**src/rtl/palette_engine_pkg.sv**
```systemverilog
// Shared constants and types for the palette lookup engine: default colour
// table, fade unity level and the 12-bit rgb entry layout.
package palette_engine_pkg;

  typedef struct packed {
    logic [3:0] red;
    logic [3:0] green;
    logic [3:0] blue;
  } rgb12_t;

  localparam logic [4:0] FADE_UNITY      = 5'd16;
  localparam int         DEFAULT_ENTRIES = 16;

  localparam rgb12_t DEFAULT_TABLE [DEFAULT_ENTRIES] = '{
    12'h024, 12'hFE3, 12'hD5F, 12'h06F, 12'hF12, 12'hFFF, 12'h084, 12'h0CF,
    12'h30A, 12'h579, 12'hAE0, 12'h82E, 12'h1B0, 12'h702, 12'hF80, 12'hABC
  };

  // Entries beyond the built-in table reset to black.
  function automatic rgb12_t default_rgb12(input int idx);
    rgb12_t entry;
    if ((idx >= 0) && (idx < DEFAULT_ENTRIES)) begin
      entry = DEFAULT_TABLE[idx[3:0]];
    end else begin
      entry = 12'h000;
    end
    return entry;
  endfunction

endpackage

```
**src/rtl/palette_scale.sv**
```systemverilog
// One colour channel scaled by a 0..16 brightness level: (chan * level) >> 4,
// formed at CH_W+5 bits so level 16 reproduces the input exactly.
module palette_scale
  import palette_engine_pkg::*;
#(
  parameter int CH_W = 4
) (
  input  logic [CH_W-1:0] chan,
  input  logic [4:0]      level,
  output logic [CH_W-1:0] scaled
);

  logic [CH_W+4:0] prod_s;

  assign prod_s = {5'd0, chan} * {{CH_W{1'b0}}, level};
  assign scaled = CH_W'(prod_s >> 4);

endmodule

```
**src/rtl/palette_engine.sv**
```systemverilog
// Banked palette lookup with per-frame bank switch and brightness fade.
// Two-stage pipeline: stage 1 reads the entry, stage 2 scales it.
module palette_engine
  import palette_engine_pkg::*;
#(
  parameter  int IDX_W     = 4,
  parameter  int CH_W      = 4,
  parameter  int NUM_BANKS = 4,
  localparam int BANK_W    = $clog2(NUM_BANKS)
) (
  input  logic                Clk,
  input  logic                Reset,
  input  logic                in_valid,
  input  logic [IDX_W-1:0]    index,
  input  logic                frame_start,
  input  logic [BANK_W-1:0]   bank_sel,
  input  logic [4:0]          fade_target,
  input  logic                wr_en,
  input  logic [BANK_W-1:0]   wr_bank,
  input  logic [IDX_W-1:0]    wr_index,
  input  logic [3*CH_W-1:0]   wr_rgb,
  output logic                out_valid,
  output logic [CH_W-1:0]     red,
  output logic [CH_W-1:0]     green,
  output logic [CH_W-1:0]     blue,
  output logic [BANK_W-1:0]   active_bank,
  output logic [4:0]          fade_level
);

  localparam int DEPTH = 2 ** IDX_W;

  logic [3*CH_W-1:0] mem_r [NUM_BANKS][DEPTH];

  logic              s1_valid_r;
  logic [3*CH_W-1:0] s1_rgb_r;
  logic [4:0]        s1_level_r;

  logic [3*CH_W-1:0] rd_rgb_s;
  logic [4:0]        target_s;
  logic [4:0]        level_next_s;
  logic [CH_W-1:0]   scaled_red_s;
  logic [CH_W-1:0]   scaled_green_s;
  logic [CH_W-1:0]   scaled_blue_s;

  // Default entry resized to CH_W per channel (truncate or zero-extend).
  function automatic logic [3*CH_W-1:0] default_entry(input int idx);
    rgb12_t d;
    d = default_rgb12(idx);
    return {CH_W'(d.red), CH_W'(d.green), CH_W'(d.blue)};
  endfunction

  // Palette storage: full table reload on reset, one entry write per cycle.
  always_ff @(posedge Clk) begin
    if (Reset) begin
      for (int b = 0; b < NUM_BANKS; b++) begin
        for (int i = 0; i < DEPTH; i++) begin
          mem_r[b][i] <= default_entry(i);
        end
      end
    end else if (wr_en) begin
      mem_r[wr_bank][wr_index] <= wr_rgb;
    end
  end

  // Stage-1 read with write-through bypass for a same-cycle write to the same entry.
  always_comb begin
    rd_rgb_s = mem_r[active_bank][index];
    if (wr_en && (wr_bank == active_bank) && (wr_index == index)) begin
      rd_rgb_s = wr_rgb;
    end else begin
      rd_rgb_s = mem_r[active_bank][index];
    end
  end

  // Fade step: one unit toward the clamped target per frame.
  always_comb begin
    target_s     = fade_target;
    level_next_s = fade_level;
    if (fade_target > FADE_UNITY) begin
      target_s = FADE_UNITY;
    end else begin
      target_s = fade_target;
    end
    if (fade_level < target_s) begin
      level_next_s = fade_level + 5'd1;
    end else if (fade_level > target_s) begin
      level_next_s = fade_level - 5'd1;
    end else begin
      level_next_s = fade_level;
    end
  end

  // Bank and level only change at frame start; pixels in that cycle see old values.
  always_ff @(posedge Clk) begin
    if (Reset) begin
      active_bank <= {BANK_W{1'b0}};
      fade_level  <= FADE_UNITY;
    end else if (frame_start) begin
      active_bank <= bank_sel;
      fade_level  <= level_next_s;
    end
  end

  // Stage 1: capture entry and the level in effect for this pixel.
  always_ff @(posedge Clk) begin
    if (Reset) begin
      s1_valid_r <= 1'b0;
      s1_rgb_r   <= {(3*CH_W){1'b0}};
      s1_level_r <= FADE_UNITY;
    end else begin
      s1_valid_r <= in_valid;
      s1_rgb_r   <= rd_rgb_s;
      s1_level_r <= fade_level;
    end
  end

  palette_scale #(.CH_W(CH_W)) u_scale_red (
    .chan   (s1_rgb_r[3*CH_W-1:2*CH_W]),
    .level  (s1_level_r),
    .scaled (scaled_red_s)
  );

  palette_scale #(.CH_W(CH_W)) u_scale_green (
    .chan   (s1_rgb_r[2*CH_W-1:CH_W]),
    .level  (s1_level_r),
    .scaled (scaled_green_s)
  );

  palette_scale #(.CH_W(CH_W)) u_scale_blue (
    .chan   (s1_rgb_r[CH_W-1:0]),
    .level  (s1_level_r),
    .scaled (scaled_blue_s)
  );

  // Stage 2: registered faded colour.
  always_ff @(posedge Clk) begin
    if (Reset) begin
      out_valid <= 1'b0;
      red       <= {CH_W{1'b0}};
      green     <= {CH_W{1'b0}};
      blue      <= {CH_W{1'b0}};
    end else begin
      out_valid <= s1_valid_r;
      red       <= scaled_red_s;
      green     <= scaled_green_s;
      blue      <= scaled_blue_s;
    end
  end

endmodule

```
**config.mk**
```make
export PLATFORM = sky130hd
export DESIGN_NAME = palette_engine
export DESIGN_NICKNAME = d
export VERILOG_FILES = /design/src/rtl/palette_engine_pkg.sv /design/src/rtl/palette_scale.sv /design/src/rtl/palette_engine.sv
export SDC_FILE = /design/constraint.sdc
export NUM_CORES = 1
export LEC_CHECK = 0
export ABC_AREA = 1
export CAP_MARGIN = 20
export CORE_MARGIN = 1
export CORE_UTILIZATION = 35
export DETAILED_ROUTE_END_ITERATION = 6
export PLACE_DENSITY = 0.48
export SYNTH_ARGS = -nofsm -noshare
export SYNTH_HDL_FRONTEND = slang
export SYNTH_SLANG_ARGS = --single-unit
```
**constraint.sdc**
```tcl
create_clock -name Clk -period 6.56 [get_ports Clk]
set_input_delay 1.312 -clock Clk [delete_from_list [all_inputs] [get_ports Clk]]
set_output_delay 1.312 -clock Clk [all_outputs]
set_load 0.005 [all_outputs]
```
==> flow_summary_export.csv, run 1 <==
group,metric,value,unit
run_status,status,"completed",
routing,dr.first_iter.drc_count,3014,
global_routing,grt_antenna_before_repair,4,
logic_synthesis,syn_nets,4128,
pwr,p_leak,16.1,nW
sta,skew,0.0309,ns
die,die-height,333,um
sta,setup-tns-final,0,ns
routing,via_count,28000,
global_routing,first_global_vias,26600,
die,ioPinCount,54,
logic_synthesis,synthCells,4043,
finish,design_area,42500,um2
die,dieArea,111000,um2
cts,hold_buffers,0,
logic_synthesis,synth-edff-count,768,
worst_setup_path,timing.rr.end,"s1_rgb_r[6]",
logic_synthesis,syn_area_per_cell,9.49,um2
worst_hold_path,hold_path_end,"out_valid",
worst_setup_path,cp.required,7.08,ns
global_routing,grt_pass1_wl,180000,um
placement,post-dp-hpwl,75000,um
pwr,cellPowerDensity,296,nW/um2
finish,drive_above_1_share,6.26,%
sta,report.final.slew_viol_count,0,
routing,drc,0,
logic_synthesis,ys_types,38,
worst_setup_path,path_class,"in2reg",
run,max-cap-violations,0,
die,core,109000,um2
routing,routed_via_density,5.15,
cts,cts_max_path_buffers,3,
cts,clk_pin_slew_worst_paths,0.06,ns
worst_setup_path,crit_fanout,6,
logic_synthesis,synthesis.area,38400,um2
die,initial_core_util,35.3,%
sta,tightest_slew,1.10,ns
cts,cts_buffers,92,
global_routing,grt_max_degree,185,
cts,htreeDepth,3,
cts,clkSinkCount,808,
sta,fin_ws,2.51,ns
cts,cts_resized,0,
worst_setup_path,cpMostUsedCell,"nand2_1",
worst_setup_path,path_cells,"clkdlybuf4s50_1 > o41ai_1 > nand2_1 > ha_1 > nand2_1 > inv_1 > nand3_1 > o21ai_0 > ha_1 > nand2_1 > nand2_1 > a21oi_1 > xor2_1 > nor2_1 > nand2_1 > nand3_1",
logic_synthesis,ys_warn_count,0,
finish,nets,4041,
logic_synthesis,synth_ff_type,"edfxtp_1",
worst_setup_path,cp.arrival,4.57,ns
logic_synthesis,ys_seq_elements,808,
placement,placed_cell_area,39500,um2
global_routing,grt_overflow,0,
sta,fmax,247,MHz
routing,postRouteAntennaNets,0,
cts,cts_tree,"done",
sta,layout_worst_path_cycle_share,61.8,%
placement,placement.io_buffers,53,
sta,slew_headroom,26.1,%
routing,wl_per_cell,22.5,um
cts,postCtsSetupRepairBufs,0,
worst_setup_path,worst_setup_path_start_kind,"input pin",
die,core.rowCount,121,
worst_setup_path,cpPeakStageDelay,0.61,ns
finish,areaGrowthSynthToFinish,10.7,%
logic_synthesis,ys_seq_area_share,62.2,%
routing,wirelength,123000,um
finish,fin_util,39.1,%
sta,setup_viol,0,
pwr,ir_worst_vdd,0.216,mV
pwr,total_power,0.0126,W
worst_setup_path,reg2reg_depth,11,
placement,gp_congestion,0.840,
cts,clock-root-buffer,"clkbuf_16",
worst_hold_path,hp-class,"reg2reg",
global_routing,grt_util_all_layers,21.9,%
worst_hold_path,worstHoldStart,"s1_valid_r",
logic_synthesis,synth-async-reset-ratio,0,%
sta,rsz0062_at_grt,"no",
die,fp.dieW,333,um
placement,pre_cts_ws,1.82,ns
worst_setup_path,crit_path_end_kind,"flip-flop",
sta,period_minus_slack,4.05,ns
routing,dr.pass1.iters,5,
cts,clk_latency,0.67,ns
worst_setup_path,r2r_slack,2.94,ns
sta,hold_violations,0,
worst_hold_path,hold_depth,2,
worst_setup_path,critPathSlowestCell,"o21ai_0",
==> metal layers <==
layer	GRT usage, %	vias up	share of wire [%]
met2	34.8	938	46
li1	-	13300	-
met3	2.84	158	5.9
met5	0	-	0.029
met4	6.01	6	2.5
met1	31.4	13600	45
==> logic make-up (layout without fill, tap and decap cells) <==
logic type	Yosys count	count (layout)	synth area share (%)
simple gates	2645	2645	28.9
flops	808	808	62.2
buf+inv	470	455	5.81
compound gates	56	56	0.786
fa+ha+maj	51	51	1.98
xor+xnor	13	13	0.297
other cells	0	1	0
==> cells in the mapped netlist, drive strengths merged, types with 3 or more instances <==
library cell / instances / area, um2
nand2: 1408 / 5290
edfxtp: 768 / 23100
nand3: 720 / 3610
nor2: 498 / 2080
inv: 197 / 742
buf: 169 / 1100
clkbuf: 103 / 387
dfxtp: 40 / 801
ha: 35 / 438
o21ai: 32 / 160
a21oi: 17 / 85.1
fa: 16 / 320
xor2: 7 / 61.3
nand4: 6 / 37.5
xnor2: 6 / 52.6
nor3: 5 / 30.0
nor3b: 3 / 22.5
nor4: 3 / 18.8
o221ai: 3 / 26.3
==> metrics by stage <==
stage | hold WS, ns | cells
finish | 0.403 | 5443
global route | 0.419 | 5443
CTS | 0.403 | 5442
detailed placement | 0.396 | 5276
global placement | 0.393 | 5276
floorplan | 0.388 | 4043
==> critical path, delay by kind of cell <==
family                   cells  cell delay (ns)
adder cells (fa/ha/maj)      2             0.71
AO/OA/AOI/OAI                3             1.32
XOR/XNOR                     1             0.19
buffers and inverters        2             0.47
AND/OR/NAND/NOR              8             0.58
==> cells in the final DEF, fill, tap and decap left out, drive strengths merged, types with 32 or more instances in the layout <==
cell / instances
nand3: 720
nor2: 498
dfxtp: 40
nand2: 1408
edfxtp: 768
inv: 186
ha: 35
clkinv: 58
clkbuf: 110
buf: 40
clkdlybuf4s50: 51
o21ai: 32
==> sequential cells by signal, summed over array words and instances (netlist names), named ones only <==
name         count
s1_level_r       5
s1_valid_r       1
fade_level       5
green            4
out_valid        1
s1_rgb_r        12
red              4
active_bank      2
blue             4
mem_r          768
==> report_power, final <==
part / internal, W / switching [W]
clock: 0.00299 / 0.00216
sequential: 0.00593 / 0.000141
combinational: 0.000368 / 0.00100
total: 0.00928 / 0.00330
==> worst max-delay path by stage <==
stage	from	to	cells after the start
2_1_floorplan	fade_target[0]	fade_level[4]	15
3_3_place_gp	fade_target[1]	fade_level[4]	16
3_5_place_dp	fade_target[1]	fade_level[4]	16
4_1_cts	fade_target[1]	fade_level[4]	16
5_1_grt	fade_target[0]	fade_level[4]	16
6_report	fade_target[1]	fade_level[4]	16
==> area by class of cell <==
type	count	area, um2
tap	1414	1770
antenna	1	2.50
clock inverter	56	556
clock buffer	110	2390
timing repair buffer	91	846
sequential	808	23900
multi-input combinational	2765	12300
inverter	198	779
fill	10900	66200
Note: power is estimated with default switching activity, not from simulation.
==> inputs of run 2 (changes only) <==
clock period = 3.9 ns   (was 6.56 ns; I/O delays follow)
==> run 2 against run 1 <==
  * Via count increased by 0.60%
  * Global-route usage is 0.95 points lower
  * Sequential share of layout area decreased by 1.3 points
  * Routed wire length down 4.8%
  * Critical endpoint unchanged
  * Largest power group unchanged
  * Highest routed layer unchanged
==> flow_summary_export.csv, run 2 (synthesis results as in run 1) <==
group,metric,value,unit
finish,largest_registers,"mem_r x768, s1_rgb_r x12",
die,die-height,333,um
run_status,status,"completed",
die,initial_core_util,35.3,%
finish,drive_above_1_share,8.28,%
sta,skew,0.0262,ns
worst_setup_path,cpPeakStageDelay,0.47,ns
routing,dr.first_iter.drc_count,2349,
finish,seq_area,23900,um2
die,ioPinCount,54,
die,dieArea,111000,um2
routing,postRouteAntennaNets,0,
finish,final_common_cell,"nand2_1",
finish,multiInputGateArea,12300,um2
worst_setup_path,path_cells,"clkdlybuf4s50_1 > o41ai_1 > buf_4 > nand2_1 > ha_1 > nand2_1 > inv_1 > nand3_1 > o21ai_0 > buf_4 > ha_1 > a21oi_1 > xor2_1 > nor2_1 > nand2_1 > nand3_1",
run,max-cap-violations,0,
sta,report.final.slew_viol_count,0,
worst_setup_path,crit_path_end_kind,"flip-flop",
finish,areaGrowthSynthToFinish,13.4,%
cts,clk_pin_slew_worst_paths,0.06,ns
worst_setup_path,reg2reg_depth,12,
worst_setup_path,cp-startpoint,"fade_target[0]",
finish,largest_reg_flops,768,
sta,slew_headroom,26.4,%
global_routing,grt_util_all_layers,21.0,%
pwr,ir_worst_vdd,0.338,mV
routing,routed_via_density,5.09,
die,core.rowCount,121,
worst_setup_path,r2r_slack,1.00,ns
sta,tightest_slew,1.10,ns
worst_setup_path,path_class,"in2reg",
die,fp.dieW,333,um
worst_setup_path,cp.arrival,3.75,ns
routing,dr.pass1.iters,5,
pwr,combPwrFrac,11.2,%
worst_hold_path,hp-class,"reg2reg",
global_routing,grt_pass1_wl,175000,um
worst_setup_path,crit_path_end,"fade_level[4]",
routing,via_count,28200,
worst_setup_path,cp.required,4.43,ns
cts,hold_buffers,0,
finish,nets,4129,
cts,cts_buffers,91,
cts,cts_resized,0,
routing,wirelength,117000,um
cts,htreeDepth,3,
global_routing,grt_overflow,0,
cts,cts_tree,"done",
pwr,power_frac_clock,41.0,%
finish,antenna_cells,0,
sta,rsz0062_at_grt,"no",
pwr,p_switching,0.00555,W
sta,setup_viol,0,
placement,gp_congestion,0.871,
worst_setup_path,cpMostUsedCell,"nand2_1",
finish,final_cell_mix,"nand2_1, edfxtp_1, nand3_1",
sta,layout_worst_path_cycle_share,82.5,%
cts,cts_max_path_buffers,3,
sta,setup-tns-final,0,ns
placement,post-dp-hpwl,74000,um
cts,clock-root-buffer,"clkbuf_16",
finish,fill_cells,10800,
pwr,p_leak,16.7,nW
die,core,109000,um2
pwr,internal_power,0.0157,W
placement,placement.io_buffers,53,
pwr,switching_share,26.1,%
routing,drc,0,
sta,whs,0.412,ns
sta,hold_violations,0,
routing,wl_per_cell,21.1,um
global_routing,grt_max_degree,137,
worst_setup_path,critPathSlowestCell,"o21ai_0",
cts,clk_latency,0.68,ns
global_routing,first_global_vias,27300,
worst_setup_path,worst_setup_path_start_kind,"input pin",
worst_setup_path,crit_fanout,4,
global_routing,grt_antenna_before_repair,4,
pwr,cellPowerDensity,489,nW/um2
pwr,p_seq_share,47.8,%
worst_setup_path,timing.rr.end,"s1_rgb_r[10]",
sta,period_minus_slack,3.22,ns
cts,postCtsSetupRepairBufs,0,
sta,fmax,311,MHz
cts,clkSinkCount,808,
finish,largest-register,"mem_r",
run 2: cell types whose count changed in the layout (fill, tap and decap cells not counted):
cell / before / now
clkinv_2: 28 / 26
buf_12: 3 / 26
clkbuf_8: 0 / 1
inv_16: 0 / 1
buf_4: 36 / 102
clkinv_16: 1 / 3
diode_2: 1 / 0
clkinv_1: 25 / 27
clkinvlp_4: 0 / 3
clkinv_4: 2 / 0
clkinv_8: 2 / 1
inv_6: 4 / 2
run 2: cell type report:
class	count	area share, %
flip-flops and latches	808	54.9
multi-input cells	2765	28.2
inverters	198	1.79
clock buffers	111	5.53
well taps	1414	4.07
repair buffers	180	4.14
clock inverters	57	1.39
run 2: per-layer routing:
metal	track usage, %	vias up	routed length, um
li1	-	13400	-
met1	28.7	13800	52100
met2	33.9	724	54900
met3	2.88	195	5560
met4	7.49	8	4150
met5	0	-	56
run 2: power by group through the flow:
stage | Combinational (W) | Sequential (W) | Clock (W)
finish | 0.00239 | 0.0102 | 0.00872
global route | 0.00264 | 0.0102 | 0.00920
CTS | 0.00241 | 0.0102 | 0.00888
detailed placement | 0.00240 | 0.0104 | 0
global placement | 0.00239 | 0.0104 | 0
floorplan | 0.00148 | 0.0103 | 0
run 2: how the worst min path moves through the flow:
| stage | start | end | slack, ns | cells past startpoint |
|---|---|---|---|---|
| 3_5_place_dp | s1_valid_r | out_valid | 0.41 | 2 |
| 2_1_floorplan | s1_valid_r | out_valid | 0.39 | 2 |
| 6_report | s1_valid_r | out_valid | 0.41 | 2 |
| 4_1_cts | s1_valid_r | out_valid | 0.41 | 2 |
| 5_1_grt | s1_valid_r | out_valid | 0.43 | 2 |
| 3_3_place_gp | s1_valid_r | out_valid | 0.40 | 2 |
run 2: worst max-delay path, delay by kind of cell:
kind	cells	cell delay [ns]
AOI/OAI and AO/OA	3	1.02
buffers and inverters	4	0.86
adders and majority gates	2	0.51
and+or+nand+nor	6	0.37
xor gates and xnor gates	1	0.21
run 2: stage by stage:
| stage | instances | worst slack, ns | area (um2) | total power, W | util [%] |
|---|---|---|---|---|---|
| 2_1_floorplan | 4043 | 0.476 | 38400 | 0.0117 | - |
| 3_3_place_gp | 5365 | 0.000249 | 40500 | 0.0127 | 37.2 |
| 3_5_place_dp | 5365 | 0.0149 | 40500 | 0.0128 | 37.2 |
| 4_1_cts | 5533 | 0.718 | 43500 | 0.0215 | 40.0 |
| 5_1_grt | 5533 | 0.317 | 43500 | 0.0221 | 40.0 |
| 6_report | 5533 | 0.684 | 43500 | 0.0213 | 40.0 |
